### src/rtl/nearest_centroid_seq_if.sv
// Bus bundle for nearest_centroid_seq: centroid writes, point/result handshakes
// and the operand/result wires of the shared external distance unit.
interface nearest_centroid_seq_if #(
  parameter int dim        = 3,
  parameter int data_range = 255,
  parameter int k          = 8
);
  localparam int DS = $clog2(data_range);
  localparam int DW = $clog2(data_range * dim);
  localparam int IW = $clog2(k);
  localparam int PW = dim * DS;

  logic          cent_wr_en;
  logic [IW-1:0] cent_wr_addr;
  logic [PW-1:0] cent_wr_data;
  logic          point_valid;
  logic          point_ready;
  logic [PW-1:0] point;
  logic [PW-1:0] dist_a;
  logic [PW-1:0] dist_b;
  logic [DW-1:0] dist_in;
  logic          result_valid;
  logic          result_ready;
  logic [IW-1:0] result_idx;
  logic [DW-1:0] result_dist;
  logic          busy;

  modport master (
    output cent_wr_en, cent_wr_addr, cent_wr_data, point_valid, point, dist_in, result_ready,
    input  point_ready, dist_a, dist_b, result_valid, result_idx, result_dist, busy
  );

  modport slave (
    input  cent_wr_en, cent_wr_addr, cent_wr_data, point_valid, point, dist_in, result_ready,
    output point_ready, dist_a, dist_b, result_valid, result_idx, result_dist, busy
  );
endinterface

### src/rtl/nearest_centroid_seq.sv
// Sequential nearest-centroid search over k stored centroids via an external distance unit.
// Optional macro NCS_EARLY_EXIT_EN: an exact hit (distance 0) ends the scan early.
module ncs_slot #(
  parameter int W = 24
) (
  input  logic         clk,
  input  logic         rst,
  input  logic         we,
  input  logic [W-1:0] d,
  output logic [W-1:0] q
);
  always_ff @(posedge clk) begin
    if (!rst)    q <= '0;
    else if (we) q <= d;
  end
endmodule

module nearest_centroid_seq #(
  parameter int dim        = 3,
  parameter int data_range = 255,
  parameter int k          = 8
) (
  input logic                  clk,
  input logic                  rst,
  nearest_centroid_seq_if.slave bus
);
  localparam int DS = $clog2(data_range);
  localparam int DW = $clog2(data_range * dim);
  localparam int IW = $clog2(k);
  localparam int PW = dim * DS;
  localparam logic [IW-1:0] LAST = IW'(k - 1);

  typedef enum logic [1:0] {IDLE, SCAN, DONE} state_t;
  state_t state, state_nxt;

  logic [k-1:0][PW-1:0] cent;
  logic [PW-1:0]        point_reg;
  logic [IW-1:0]        idx;
  logic [IW-1:0]        best_idx;
  logic [DW-1:0]        best_dist;
  logic                 accept, wr_ok, last, hit, take;

  assign accept = (state == IDLE) && bus.point_valid;
  assign wr_ok  = (state == IDLE) && bus.cent_wr_en;
  assign last   = (idx == LAST);

`ifdef NCS_EARLY_EXIT_EN
  assign hit = (bus.dist_in == '0);
`else
  assign hit = 1'b0;
`endif

  // First slot seeds best unconditionally; later slots need a strictly smaller distance.
  assign take = (idx == '0) || (bus.dist_in < best_dist) || hit;

  genvar g;
  generate
    for (g = 0; g < k; g++) begin : g_slot
      ncs_slot #(.W(PW)) u_slot (
        .clk (clk),
        .rst (rst),
        .we  (wr_ok && (bus.cent_wr_addr == IW'(g))),
        .d   (bus.cent_wr_data),
        .q   (cent[g])
      );
    end
  endgenerate

  always_ff @(posedge clk) begin
    if (!rst) state <= IDLE;
    else      state <= state_nxt;
  end

  always_comb begin
    state_nxt        = state;
    bus.point_ready  = 1'b0;
    bus.result_valid = 1'b0;
    bus.busy         = 1'b0;
    bus.dist_a       = '0;
    bus.dist_b       = '0;
    case (state)
      IDLE: begin
        bus.point_ready = 1'b1;
        if (bus.point_valid) state_nxt = SCAN;
      end
      SCAN: begin
        bus.busy   = 1'b1;
        bus.dist_a = point_reg;
        bus.dist_b = cent[idx];
        if (last || hit) state_nxt = DONE;
      end
      DONE: begin
        bus.busy         = 1'b1;
        bus.result_valid = 1'b1;
        if (bus.result_ready) state_nxt = IDLE;
      end
      default: state_nxt = IDLE;
    endcase
  end

  assign bus.result_idx  = best_idx;
  assign bus.result_dist = best_dist;

  // Index parks at k-1 on the final slot; it is only re-cleared by the next acceptance.
  always_ff @(posedge clk) begin
    if (!rst) begin
      point_reg <= '0;
      idx       <= '0;
      best_idx  <= '0;
      best_dist <= '0;
    end else begin
      if (accept) begin
        point_reg <= bus.point;
        idx       <= '0;
      end
      if (state == SCAN) begin
        if (take) begin
          best_dist <= bus.dist_in;
          best_idx  <= idx;
        end
        if (!last) idx <= idx + 1'b1;
      end
    end
  end
endmodule

### src/flat_wrapper.sv
// flat-port wrapper written by rule: the top's interface ports become plain ports
module nearest_centroid_seq_flat 
#(
  parameter int dim        = 3,
  parameter int data_range = 255,
  parameter int k          = 8
)
  (clk, rst, bus_cent_wr_en, bus_cent_wr_addr, bus_cent_wr_data, bus_point_valid, bus_point, bus_dist_in, bus_result_ready, bus_point_ready, bus_dist_a, bus_dist_b, bus_result_valid, bus_result_idx, bus_result_dist, bus_busy);
  nearest_centroid_seq_if #(.dim(dim), .data_range(data_range), .k(k)) bus_i ();
  input logic clk;
  input logic rst;
  input wire logic [$bits(bus_i.cent_wr_en)-1:0] bus_cent_wr_en;
  input wire logic [$bits(bus_i.cent_wr_addr)-1:0] bus_cent_wr_addr;
  input wire logic [$bits(bus_i.cent_wr_data)-1:0] bus_cent_wr_data;
  input wire logic [$bits(bus_i.point_valid)-1:0] bus_point_valid;
  input wire logic [$bits(bus_i.point)-1:0] bus_point;
  input wire logic [$bits(bus_i.dist_in)-1:0] bus_dist_in;
  input wire logic [$bits(bus_i.result_ready)-1:0] bus_result_ready;
  output wire logic [$bits(bus_i.point_ready)-1:0] bus_point_ready;
  output wire logic [$bits(bus_i.dist_a)-1:0] bus_dist_a;
  output wire logic [$bits(bus_i.dist_b)-1:0] bus_dist_b;
  output wire logic [$bits(bus_i.result_valid)-1:0] bus_result_valid;
  output wire logic [$bits(bus_i.result_idx)-1:0] bus_result_idx;
  output wire logic [$bits(bus_i.result_dist)-1:0] bus_result_dist;
  output wire logic [$bits(bus_i.busy)-1:0] bus_busy;
  assign bus_i.cent_wr_en = bus_cent_wr_en;
  assign bus_i.cent_wr_addr = bus_cent_wr_addr;
  assign bus_i.cent_wr_data = bus_cent_wr_data;
  assign bus_i.point_valid = bus_point_valid;
  assign bus_i.point = bus_point;
  assign bus_i.dist_in = bus_dist_in;
  assign bus_i.result_ready = bus_result_ready;
  assign bus_point_ready = bus_i.point_ready;
  assign bus_dist_a = bus_i.dist_a;
  assign bus_dist_b = bus_i.dist_b;
  assign bus_result_valid = bus_i.result_valid;
  assign bus_result_idx = bus_i.result_idx;
  assign bus_result_dist = bus_i.result_dist;
  assign bus_busy = bus_i.busy;
  nearest_centroid_seq #(.dim(dim), .data_range(data_range), .k(k)) u_core (.clk(clk), .rst(rst), .bus(bus_i));
endmodule
### config.mk
export PLATFORM = sky130hd
export DESIGN_NAME = nearest_centroid_seq_flat
export DESIGN_NICKNAME = d
export VERILOG_FILES = /design/src/rtl/nearest_centroid_seq_if.sv /design/src/rtl/nearest_centroid_seq.sv /design/src/flat_wrapper.sv
export SDC_FILE = /design/constraint.sdc
export NUM_CORES = 1
export LEC_CHECK = 0
export BUFFER_PORTS_ARGS = -buffer_cell sky130_fd_sc_hd__buf_2
export CAP_MARGIN = 20
export CORE_MARGIN = 10
export CORE_UTILIZATION = 55
export DETAILED_ROUTE_END_ITERATION = 12
export PLACE_DENSITY = 0.75
export SLEW_MARGIN = 20
export SYNTH_ARGS = -nofsm -noshare
export SYNTH_HDL_FRONTEND = slang
export SYNTH_SLANG_ARGS = --single-unit
export TNS_END_PERCENT = 10
### constraint.sdc
create_clock -name clk -period 2.8 [get_ports clk]
set_input_delay 0.14 -clock clk [delete_from_list [all_inputs] [get_ports clk]]
set_output_delay 0.14 -clock clk [all_outputs]
set_load 0.02 [all_outputs]
**After elaboration in Yosys (flattened, before gate mapping)**

Cells that the tools add are included.

- Memories kept: 0
- Latch bits: 0
- Logic and storage cells: 60
- Bits in read-only memories: 0
- Bits in writable memories: 0
- Register bits: 234

- $lt $le $gt $ge: 2
- Eq/ne operators: 13
- Multiply operators: 0
- Bitwise logic cells: 0
- Div/mod/pow operators: 0
- Mux-type cells: 14
- Shift operators: 0
- $add $sub $neg: 1
- Reduce and logical (&&, ||, !) cells: 17

Operators with widths:

| kind | count |
|---|---|
| $bmux W24 S3 | 1 |
| $mux W24 | 3 |
| $eq A3 B3 Y1 const B | 5 |
| $logic_and A1 B1 Y1 | 10 |
| $lt A10 B10 Y1 | 1 |
| $mux W3 | 3 |
| $eq A3 B2 Y1 const B | 2 |
| $logic_not A3 Y1 | 2 |
| $mux W2 | 3 |
| $pmux W2 S3 | 1 |
| $lt A3 B4 Y1 const B | 1 |
| $ne A2 B2 Y1 const B | 2 |
| $add A3 B1 Y3 const B | 1 |
| $eq A3 B1 Y1 const B | 1 |
| $mux W1 | 3 |
| $reduce_and A3 Y1 | 1 |
| $eq A2 B1 Y1 const B | 1 |
| $eq A2 B2 Y1 const B | 1 |
| $logic_not A2 Y1 | 1 |
| $ne A2 B1 Y1 const B | 1 |
| $reduce_and A2 Y1 | 1 |
| $reduce_or A2 Y1 | 1 |
| $logic_or A1 B1 Y1 | 1 |

**Logic depth before layout (Yosys ltp)**

Gate-level depths: netlist of run 1.

- Word-level depth: 5
- Gate-level depth with buffers: 11
- Mapped depth without buffers: 7

**Modules after synthesis**

Synthesis of run 1 repeated with hierarchy kept, for this count alone.

- Cells, all modules: 996
- Area total of the unflattened synthesis: 11180.7 um^2

Modules (own cells, without submodules):

| module | cells an instance | times used | seq. area each (um^2) | area an instance (um^2) |
|---|---|---|---|---|
| ncs_slot | 77 | 8 | 480.5 | 929.6 |
| nearest_centroid_seq | 380 | 1 | 840.8 | 3743.6 |

**Least setup slack after synthesis of run 1**

No wires, ideal clock.

- Path kind: register to register
- From: register u_core.idx[0]
- To: register u_core.best_dist[0] (netlist: u_core.bus.result_dist[0])
- Stages on the path, launching flop included: 12
- Buffers on the path: 4
- Arrival: 1.904 ns
- Clock period less this slack: 2.026 ns
- Slack: 0.774 ns
- Path through: dfxtp_1 -> buf_2 -> buf_2 -> buf_2 -> inv_1 -> ha_1 -> nand2b_1 -> nand2b_1 -> o21ai_0 -> a21oi_2 -> buf_4 -> mux2i_1

- Longest elaborated chain between the ends: 3

Ends and longest elaborated chain:

| item | line | source |
|---|---|---|
| start, declared | nearest_centroid_seq.sv:38 | `logic [IW-1:0] idx;` |
| start signal, assigned | nearest_centroid_seq.sv:121 | `if (!last) idx <= idx + 1'b1;` |
| $logic_not A3 Y1 | nearest_centroid_seq.sv:54 | `assign take = (idx == '0) \|\| (bus.dist_in < best_dist) \|\| hit;` |
| $logic_or A1 B1 Y1 | nearest_centroid_seq.sv:54 |  |
| $reduce_and A2 Y1 (no line) | -- |  |
| end signal, assigned | nearest_centroid_seq.sv:118 | `best_dist <= bus.dist_in;` |
| end, declared | nearest_centroid_seq.sv:40 | `logic [DW-1:0] best_dist;` |

No other way between the ends.
A chain may end at the register's enable or synchronous reset.

**Final worst setup path of run 1**

- From: register u_core.idx[1]
- To: output port bus_dist_b[18]

- Longest elaborated chain between the ends: 3

Ends and longest elaborated chain:

| item | line | source |
|---|---|---|
| $bmux W24 S3 | nearest_centroid_seq.sv:89 | `bus.dist_b = cent[idx];` |
| $mux W24 (implied by the code) | nearest_centroid_seq.sv:89 |  |
| $mux W24 | nearest_centroid_seq.sv:81 | `case (state)` |
| end, declared | flat_wrapper.sv:21 | `output wire logic [$bits(bus_i.dist_b)-1:0] bus_dist_b;` |

No other way between the ends. The select of a mux whose other input is x is not followed.

==> out/results.tsv, run 1 <==
stage	metric	value	unit
power	Gate power share	13.0	%
timing	Finish-stage setup viols	0	
clock_tree	Clock Pin Slew Worst Setup and Hold Paths	60	ps
place	# port buffers	129	
power	maximum vdd drop	0.000427	V
timing	Worst-Margin Slew	1100	ps
clock_tree	CTS Buffer Depth	3	
worst_setup_path	worst r2r path cells	6	
logic_synthesis	asr flop ratio synth	0	%
die	vertical die dimension	161	um
global_routing	largest net degree at the start of global routing	72	
worst_setup_path	Startpoint Class	flip-flop	
clock_tree	CTS buffer count	26	
die	io pins	130	
status	status	completed	
logic_synthesis	Syn Nets	1323	
layout	Final Net Count	1450	
power	Leak	4.80	nW
power	Switching Fraction	25.3	%
logic_synthesis	Post-synth EDFFs	0	
hold_path	min-delay worst type	in2reg	
detailed_routing	initial DRC count	746	
place	GP Congestion	0.775	
clock_tree	Resized Gates After CTS	0	
worst_setup_path	Cell Chain, Critical Path	buf_4 -> mux4_2 -> mux2i_1 -> nor2b_1 -> buf_2	
worst_setup_path	Slowest cell on crit path	dfxtp_2	
timing	Slew Viols, Final	0	
power	Pwr per Cell Area	612	nW/um2
layout	Antenna diodes	0	
global_routing	initial antenna violation count	0	
clock_tree	CTS H-tree lvls	1	
layout	Non-Filler Instances	1651	
global_routing	GRT Total Usage	21.6	%
logic_synthesis	Primary FF master, synth	dfxtp_1	
clock_tree	TritonCTS Sinks	234	
hold_path	Hold Path Stages	4	
worst_setup_path	crit path kind	reg2out	
power	Int Pwr	0.00597	W
detailed_routing	Final Routed Wirelength	28.7	mm
clock_tree	Clock Latency Late Sink	520	ps
global_routing	GR Overflow Total	0	
power	P_sw	0.00202	W
hold_path	Hold Crit Start	bus_point_valid	
worst_setup_path	r2r setup slk	530	ps
detailed_routing	first-pass iteration count of the detailed router	5	
logic_synthesis	Synth Area per Inst	8.80	um2
layout	share of post-route cells with drive strength above 1	18.9	%
worst_setup_path	slowest cell delay on critical path	650	ps
worst_setup_path	crit-path max FO	16	
timing	clock skew	7.25	ps
detailed_routing	post-DR vias/cell	5.45	
place	dpl cells	1547	
die	num rows	51	
layout	number of flip-flops under the largest register name	192	
detailed_routing	DRC	0	
global_routing	number of global-route vias before repair	8946	
die	Die Area	25900	um2
die	Core ar.	19500	um2
layout	Synth-to-Final Area Change	19.5	%
power	Reg power frac	44.3	%
detailed_routing	Routed wire per std cell	17.4	um
place	DP HPWL	17.7	mm
detailed_routing	vias post-DR	8995	
timing	final hold viol count	0	
worst_setup_path	Worst EP required	2660	ps
timing	Fmax	0.388	GHz
worst_setup_path	Crit. End Element	output pin	
clock_tree	CTS tree	yes	
logic_synthesis	Yosys warnings	0	
detailed_routing	DRT antenna net count	0	
clock_tree	Root Buffer	clkbuf_16	
timing	period utilization	92.1	%
die	Die Width	161	um
power	clock share of power	42.7	%
timing	normalized max-slew margin	27.0	%
worst_setup_path	reg2reg end	u_core.g_slot[1].u_slot.q[13]$_SDFFE_PN0P_	
flow_run	Max-Cap Viols	0	
worst_setup_path	Critical Path AT	2440	ps
die	initial core utilization	56.0	%
timing	setup_tns	0	ps
logic_synthesis	cell area after synthesis	10900	um2
timing	RSZ-0062 raised after global routing	no	
logic_synthesis	sequential area share after synthesis	42.9	%
worst_setup_path	Worst R2R Start	u_core.state[0]$_SDFFE_PN0P_	
timing	Final Critical Period	2580	ps
global_routing	global-route wire length before repair	47.1	mm
worst_setup_path	Critical path origin	u_core.idx[1]$_SDFF_PN0_	
hold_path	Hold EP	u_core.point_reg[4]$_SDFFE_PN0P_	
logic_synthesis	distinct cell type count after synthesis	35	
logic_synthesis	FF+latch count, synth	234	
logic_synthesis	Synth Instances	1242	
[routing by layer]
layer	up-vias	global-route usage (%)	share of wire [%]
met5	-	0	0
met4	0	3.93	1.5
met3	39	3.07	5.8
met2	262	36.3	47
met1	4352	29.2	45
li1	4342	-	-
[stage by stage]
stage	area [um2]	util (%)	total power [W]	hold WS [ps]	setup slack (ps)
after floorplan	10900	-	0.00430	282	774
after global placement	11600	59.4	0.00455	391	587
after detailed placement	11600	59.4	0.00457	398	468
after CTS	13000	66.8	0.00802	86.5	42.5
after global routing	13100	66.9	0.00829	133	90.8
final	13100	66.9	0.00799	132	220
[synth_stat cells, drive strengths merged, types with 2 or more instances]
| cell | number | area (um2) |
|---|---|---|
| nand4 | 2 | 12.5 |
| or2 | 4 | 25.0 |
| clkbuf | 55 | 210 |
| nor2b | 29 | 181 |
| nand3 | 3 | 20.0 |
| mux2i | 38 | 380 |
| a22oi | 2 | 15.0 |
| or3 | 2 | 12.5 |
| a21o | 2 | 15.0 |
| inv | 15 | 56.3 |
| nor2 | 8 | 35.0 |
| nand2 | 461 | 1730 |
| mux4 | 48 | 1080 |
| dfxtp | 234 | 4680 |
| nand2b | 6 | 37.5 |
| buf | 61 | 352 |
| nor3 | 3 | 25.0 |
| and2 | 25 | 156 |
| a21boi | 216 | 1620 |
| a21oi | 7 | 38.8 |
| ha | 15 | 188 |
[worst max path at each step]
stage	to
4_1_cts	bus_dist_b[18]
3_5_place_dp	u_core.g_slot[5].u_slot.q[23]$_SDFFE_PN0P_
5_1_grt	bus_dist_b[18]
2_1_floorplan	u_core.bus.result_dist[0]$_SDFFE_PN0P_
3_3_place_gp	bus_dist_b[18]
6_report	bus_dist_b[18]
[cells in the final DEF, fill, tap and decap left out, drive strengths merged, types with 3 or more instances in the layout]
cell type	instances
nand2	461
dfxtp	234
a21boi	216
buf	156
dlygate4sd3	58
mux4	48
clkbuf	39
mux2i	38
nor2b	29
and2	25
inv	15
ha	15
nor2	8
a21oi	7
nand2b	6
clkinv	4
or2	4
nor3	3
nand3	3
[power groups by stage]
| stage | logic, W | clock network (W) | registers, W |
|---|---|---|---|
| 2_1_floorplan | 0.000703 | 0 | 0.00359 |
| 3_3_place_gp | 0.000933 | 0 | 0.00362 |
| 3_5_place_dp | 0.000948 | 0 | 0.00362 |
| 4_1_cts | 0.00102 | 0.00346 | 0.00355 |
| 5_1_grt | 0.00114 | 0.00359 | 0.00355 |
| 6_report | 0.00104 | 0.00341 | 0.00354 |
[timing repair]
item	4_1_cts	5_1_grt
setup endpoints to repair	0	6
hold endpoints to repair	226	0
buffers inserted	0	1
hold buffers	58	0
[area by class of cell]
cell class,count,area (um2)
Fill cell,1596,6460
Multi-Input combinational cell,877,5650
Sequential cell,234,4690
Timing Repair Buffer,215,1480
Clock buffer,38,767
Tap cell,265,332
Clock inverter,7,87.6
Inverter,15,56.3
[cells by family after synthesis]
family	Yosys count	share of synthesized area [%]
buf+inv	131	5.66
simple gates	545	20.6
compound gates	231	15.8
flops	234	42.9
mux	86	13.4
fa+ha+maj	15	1.72
[worst max-delay path, delay by kind of cell (launching register included)]
family / cells / cell delay [ps]
multiplexers: 2 / 750
flip-flops: 1 / 650
buffers and inverters: 2 / 440
AND/OR/NAND/NOR: 1 / 70
Power figures use the tool's default switching activity.
==> run 2, diff against run 1 <==
==> constraint.sdc (replaced) <==
create_clock -name clk -period 2.8 [get_ports clk]
set_input_delay 0.14 -clock clk [delete_from_list [all_inputs] [get_ports clk]]
set_output_delay 0.14 -clock clk [all_outputs]
set_load 0.05 [all_outputs]
==> run 2 against run 1 <==
Clock power is 8.2% lower; clock skew rose by 5.1 ps; core utilization decreased by 0.58 points; fmax is 2.6% lower; setup slack got worse by 69 ps; cell count down 0.18%; non-clock buffer count fell by 3.
==> out/results.tsv, run 2 (synthesis results as in run 1) <==
stage	metric	value	unit	change
status	status	completed		unchanged
worst_setup_path	reg2reg end	u_core.g_slot[3].u_slot.q[10]$_SDFFE_PN0P_		was u_core.g_slot[1].u_slot.q[13]$_SDFFE_PN0P_
worst_setup_path	Cell Chain, Critical Path	buf_4 -> mux4_2 -> mux2i_1 -> nor2b_1 -> buf_2		unchanged
layout	# fillers	1580		was 1596
die	vertical die dimension	161	um	unchanged
detailed_routing	initial DRC count	631		was 746
power	Pwr per Cell Area	602	nW/um2	was 612 nW/um2
detailed_routing	DRC	0		unchanged
place	Cell Area, Placed	11600	um2	about the same
clock_tree	CTS tree	yes		unchanged
layout	commonest cells after routing, fill and taps aside	nand2_1, dfxtp_1, a21boi_1, buf_2, a21boi_0		unchanged
layout	Register Area	4690	um2	unchanged
place	# port buffers	129		unchanged
clock_tree	Root Buffer	clkbuf_16		unchanged
detailed_routing	DRT antenna net count	0		unchanged
global_routing	gr busiest metal	met2		unchanged
detailed_routing	Final Routed Wirelength	28.1	mm	was 28.7 mm
power	Design Power	0.00780	W	was 0.00799 W
die	Die Width	161	um	unchanged
worst_setup_path	Slowest cell on crit path	dfxtp_2		unchanged
timing	Finish-stage setup viols	0		unchanged
worst_setup_path	Top Family by Delay on Critical Path	buffers and inverters		was multiplexers
clock_tree	CTS H-tree lvls	1		unchanged
timing	setup_tns	0	ps	unchanged
worst_setup_path	r2r setup slk	500	ps	was 530 ps
layout	area of the multi-input gates	5650	um2	unchanged
die	initial core utilization	56.0	%	unchanged
hold_path	Hold EP	u_core.state[0]$_SDFFE_PN0P_		was u_core.point_reg[4]$_SDFFE_PN0P_
layout	Final Core Density	66.3	%	was 66.9%
hold_path	Hold Crit Start	bus_point_valid		unchanged
worst_setup_path	worst r2r path cells	6		unchanged
detailed_routing	vias post-DR	8958		was 8995
timing	Fin Hold WS	78.4	ps	was 132 ps
die	Die Area	25900	um2	unchanged
timing	Worst-Margin Slew	1150	ps	was 1100 ps
timing	period utilization	94.6	%	was 92.1%
global_routing	met2 Use GR	34.9	%	was 36.3%
detailed_routing	post-DR vias/cell	5.44		was 5.45
global_routing	GRT Total Usage	21.2	%	was 21.6%
global_routing	largest net degree at the start of global routing	74		was 72
place	GP Congestion	0.780		was 0.775
clock_tree	CTS Buffer Depth	3		unchanged
clock_tree	TritonCTS Sinks	234		unchanged
die	Core ar.	19500	um2	unchanged
worst_setup_path	Startpoint Class	flip-flop		unchanged
timing	Final Critical Period	2650	ps	was 2580 ps
timing	RSZ-0062 raised after global routing	no		unchanged
die	num rows	51		unchanged
clock_tree	Clock Latency Late Sink	520	ps	about the same
hold_path	min-delay worst type	in2reg		unchanged
worst_setup_path	Critical Path AT	2510	ps	was 2440 ps
flow_run	Max-Cap Viols	0		unchanged
layout	Antenna diodes	0		unchanged
global_routing	number of global-route vias before repair	8913		was 8946
global_routing	met3 usage	3.35	%	was 3.07%
worst_setup_path	slowest cell delay on critical path	640	ps	was 650 ps
hold_path	Hold Path Stages	4		unchanged
clock_tree	CTS buffer count	25		was 26
worst_setup_path	crit-path max FO	24		was 16
detailed_routing	Routed wire per std cell	17.1	um	was 17.4 um
timing	Fmax	0.378	GHz	was 0.388 GHz
timing	normalized max-slew margin	23.3	%	was 27.0%
layout	Final Net Count	1446		was 1450
clock_tree	Clock Pin Slew Worst Setup and Hold Paths	60	ps	about the same
power	Leak	4.74	nW	was 4.80 nW
detailed_routing	first-pass iteration count of the detailed router	6		was 5
layout	Synth-to-Final Area Change	18.5	%	was 19.5%
worst_setup_path	Crit. End Element	output pin		unchanged
worst_setup_path	crit path kind	reg2out		unchanged
timing	clock skew	12.3	ps	was 7.25 ps
place	DP HPWL	17.3	mm	was 17.7 mm
timing	Slew Viols, Final	0		unchanged
clock_tree	Post CTS Setup Buffer Count	0		unchanged
layout	final instance area	12900	um2	was 13100 um2
worst_setup_path	Buf+Inv Stages, Crit Path	2		unchanged
layout	share of post-route cells with drive strength above 1	18.4	%	was 18.9%
timing	final hold viol count	0		unchanged
global_routing	met1 usage	28.4	%	was 29.2%
power	maximum vdd drop	0.000488	V	was 0.000427 V
global_routing	initial antenna violation count	0		unchanged
layout	number of flip-flops under the largest register name	192		unchanged
worst_setup_path	Worst R2R Start	u_core.state[0]$_SDFFE_PN0P_		unchanged
die	io pins	130		unchanged
global_routing	global-route wire length before repair	46.4	mm	was 47.1 mm
global_routing	GR Overflow Total	0		unchanged
layout	commonest non-fill, non-tap cell in the layout	nand2_1		unchanged
worst_setup_path	Worst EP required	2660	ps	about the same
[run 2: cell count changes in the layout (fill, tap and decap cells not counted), moves of 2 or more]
cell       change
buf_4          -2
or2_2          -3
or2_1          +3
clkbuf_8       +2
clkbuf_16      -3
bufinv_16      -2
[run 2: metal layers]
layer	part of all wire [%]	wire length (um)
met1	46	13000
met3	5.3	1490
met2	46	13000
met5	0	0
met4	2.3	655
[run 2: cell type report]
| cell class | instances | share of cell area (%) |
|---|---|---|
| Sequential cell | 234 | 36.2 |
| Inverter | 15 | 0.435 |
| Clock buffer | 39 | 5.78 |
| Multi-Input combinational cell | 877 | 43.6 |
| Clock inverter | 6 | 0.251 |
| Tap cell | 265 | 2.56 |
| Timing Repair Buffer | 212 | 11.1 |
[run 2: how the worst max path moves through the flow]
stage                                                      start                                        end  slack (ps)  depth (start not counted)
after floorplan                         u_core.idx[1]$_SDFF_PN0_                              bus_dist_b[7]         700                          6
after global placement    u_core.bus.result_dist[5]$_SDFFE_PN0P_      u_core.bus.result_idx[0]$_SDFFE_PN0P_         630                          7
after detailed placement            u_core.state[0]$_SDFFE_PN0P_  u_core.g_slot[5].u_slot.q[8]$_SDFFE_PN0P_         530                          6
after CTS                               u_core.idx[1]$_SDFF_PN0_                             bus_dist_b[21]         110                          5
after global routing                    u_core.idx[1]$_SDFF_PN0_                             bus_dist_b[13]          20                          5
final                                   u_core.idx[1]$_SDFF_PN0_                             bus_dist_b[21]         150                          5
[run 2: through the flow]
step,cells,worst slack (ps)
3_5_place_dp,1545,530
2_1_floorplan,1242,702
4_1_cts,1648,109
5_1_grt,1648,21.3
6_report,1648,151
3_3_place_gp,1545,633
[run 2: power breakdown]
part	total [W]	internal [W]	switching (W)
combinational	0.00113	0.000440	0.000690
clock	0.00313	0.00183	0.00130
sequential	0.00354	0.00346	0.0000858
[run 2: timing repair]
item / in CTS / in global routing
hold buffers: 58 / 0
endpoints found under the hold margin: 226 / 0
resized for setup: 0 / 0
[run 2: worst reg2reg max path: cells and delay by family, from the launching register on]
kind,cells,cell delay [ps]
and+or+nand+nor,3,1260
AOI/OAI and AO/OA,1,240
buffers and inverters,1,70
DFF,1,350
adders and majority gates,1,300
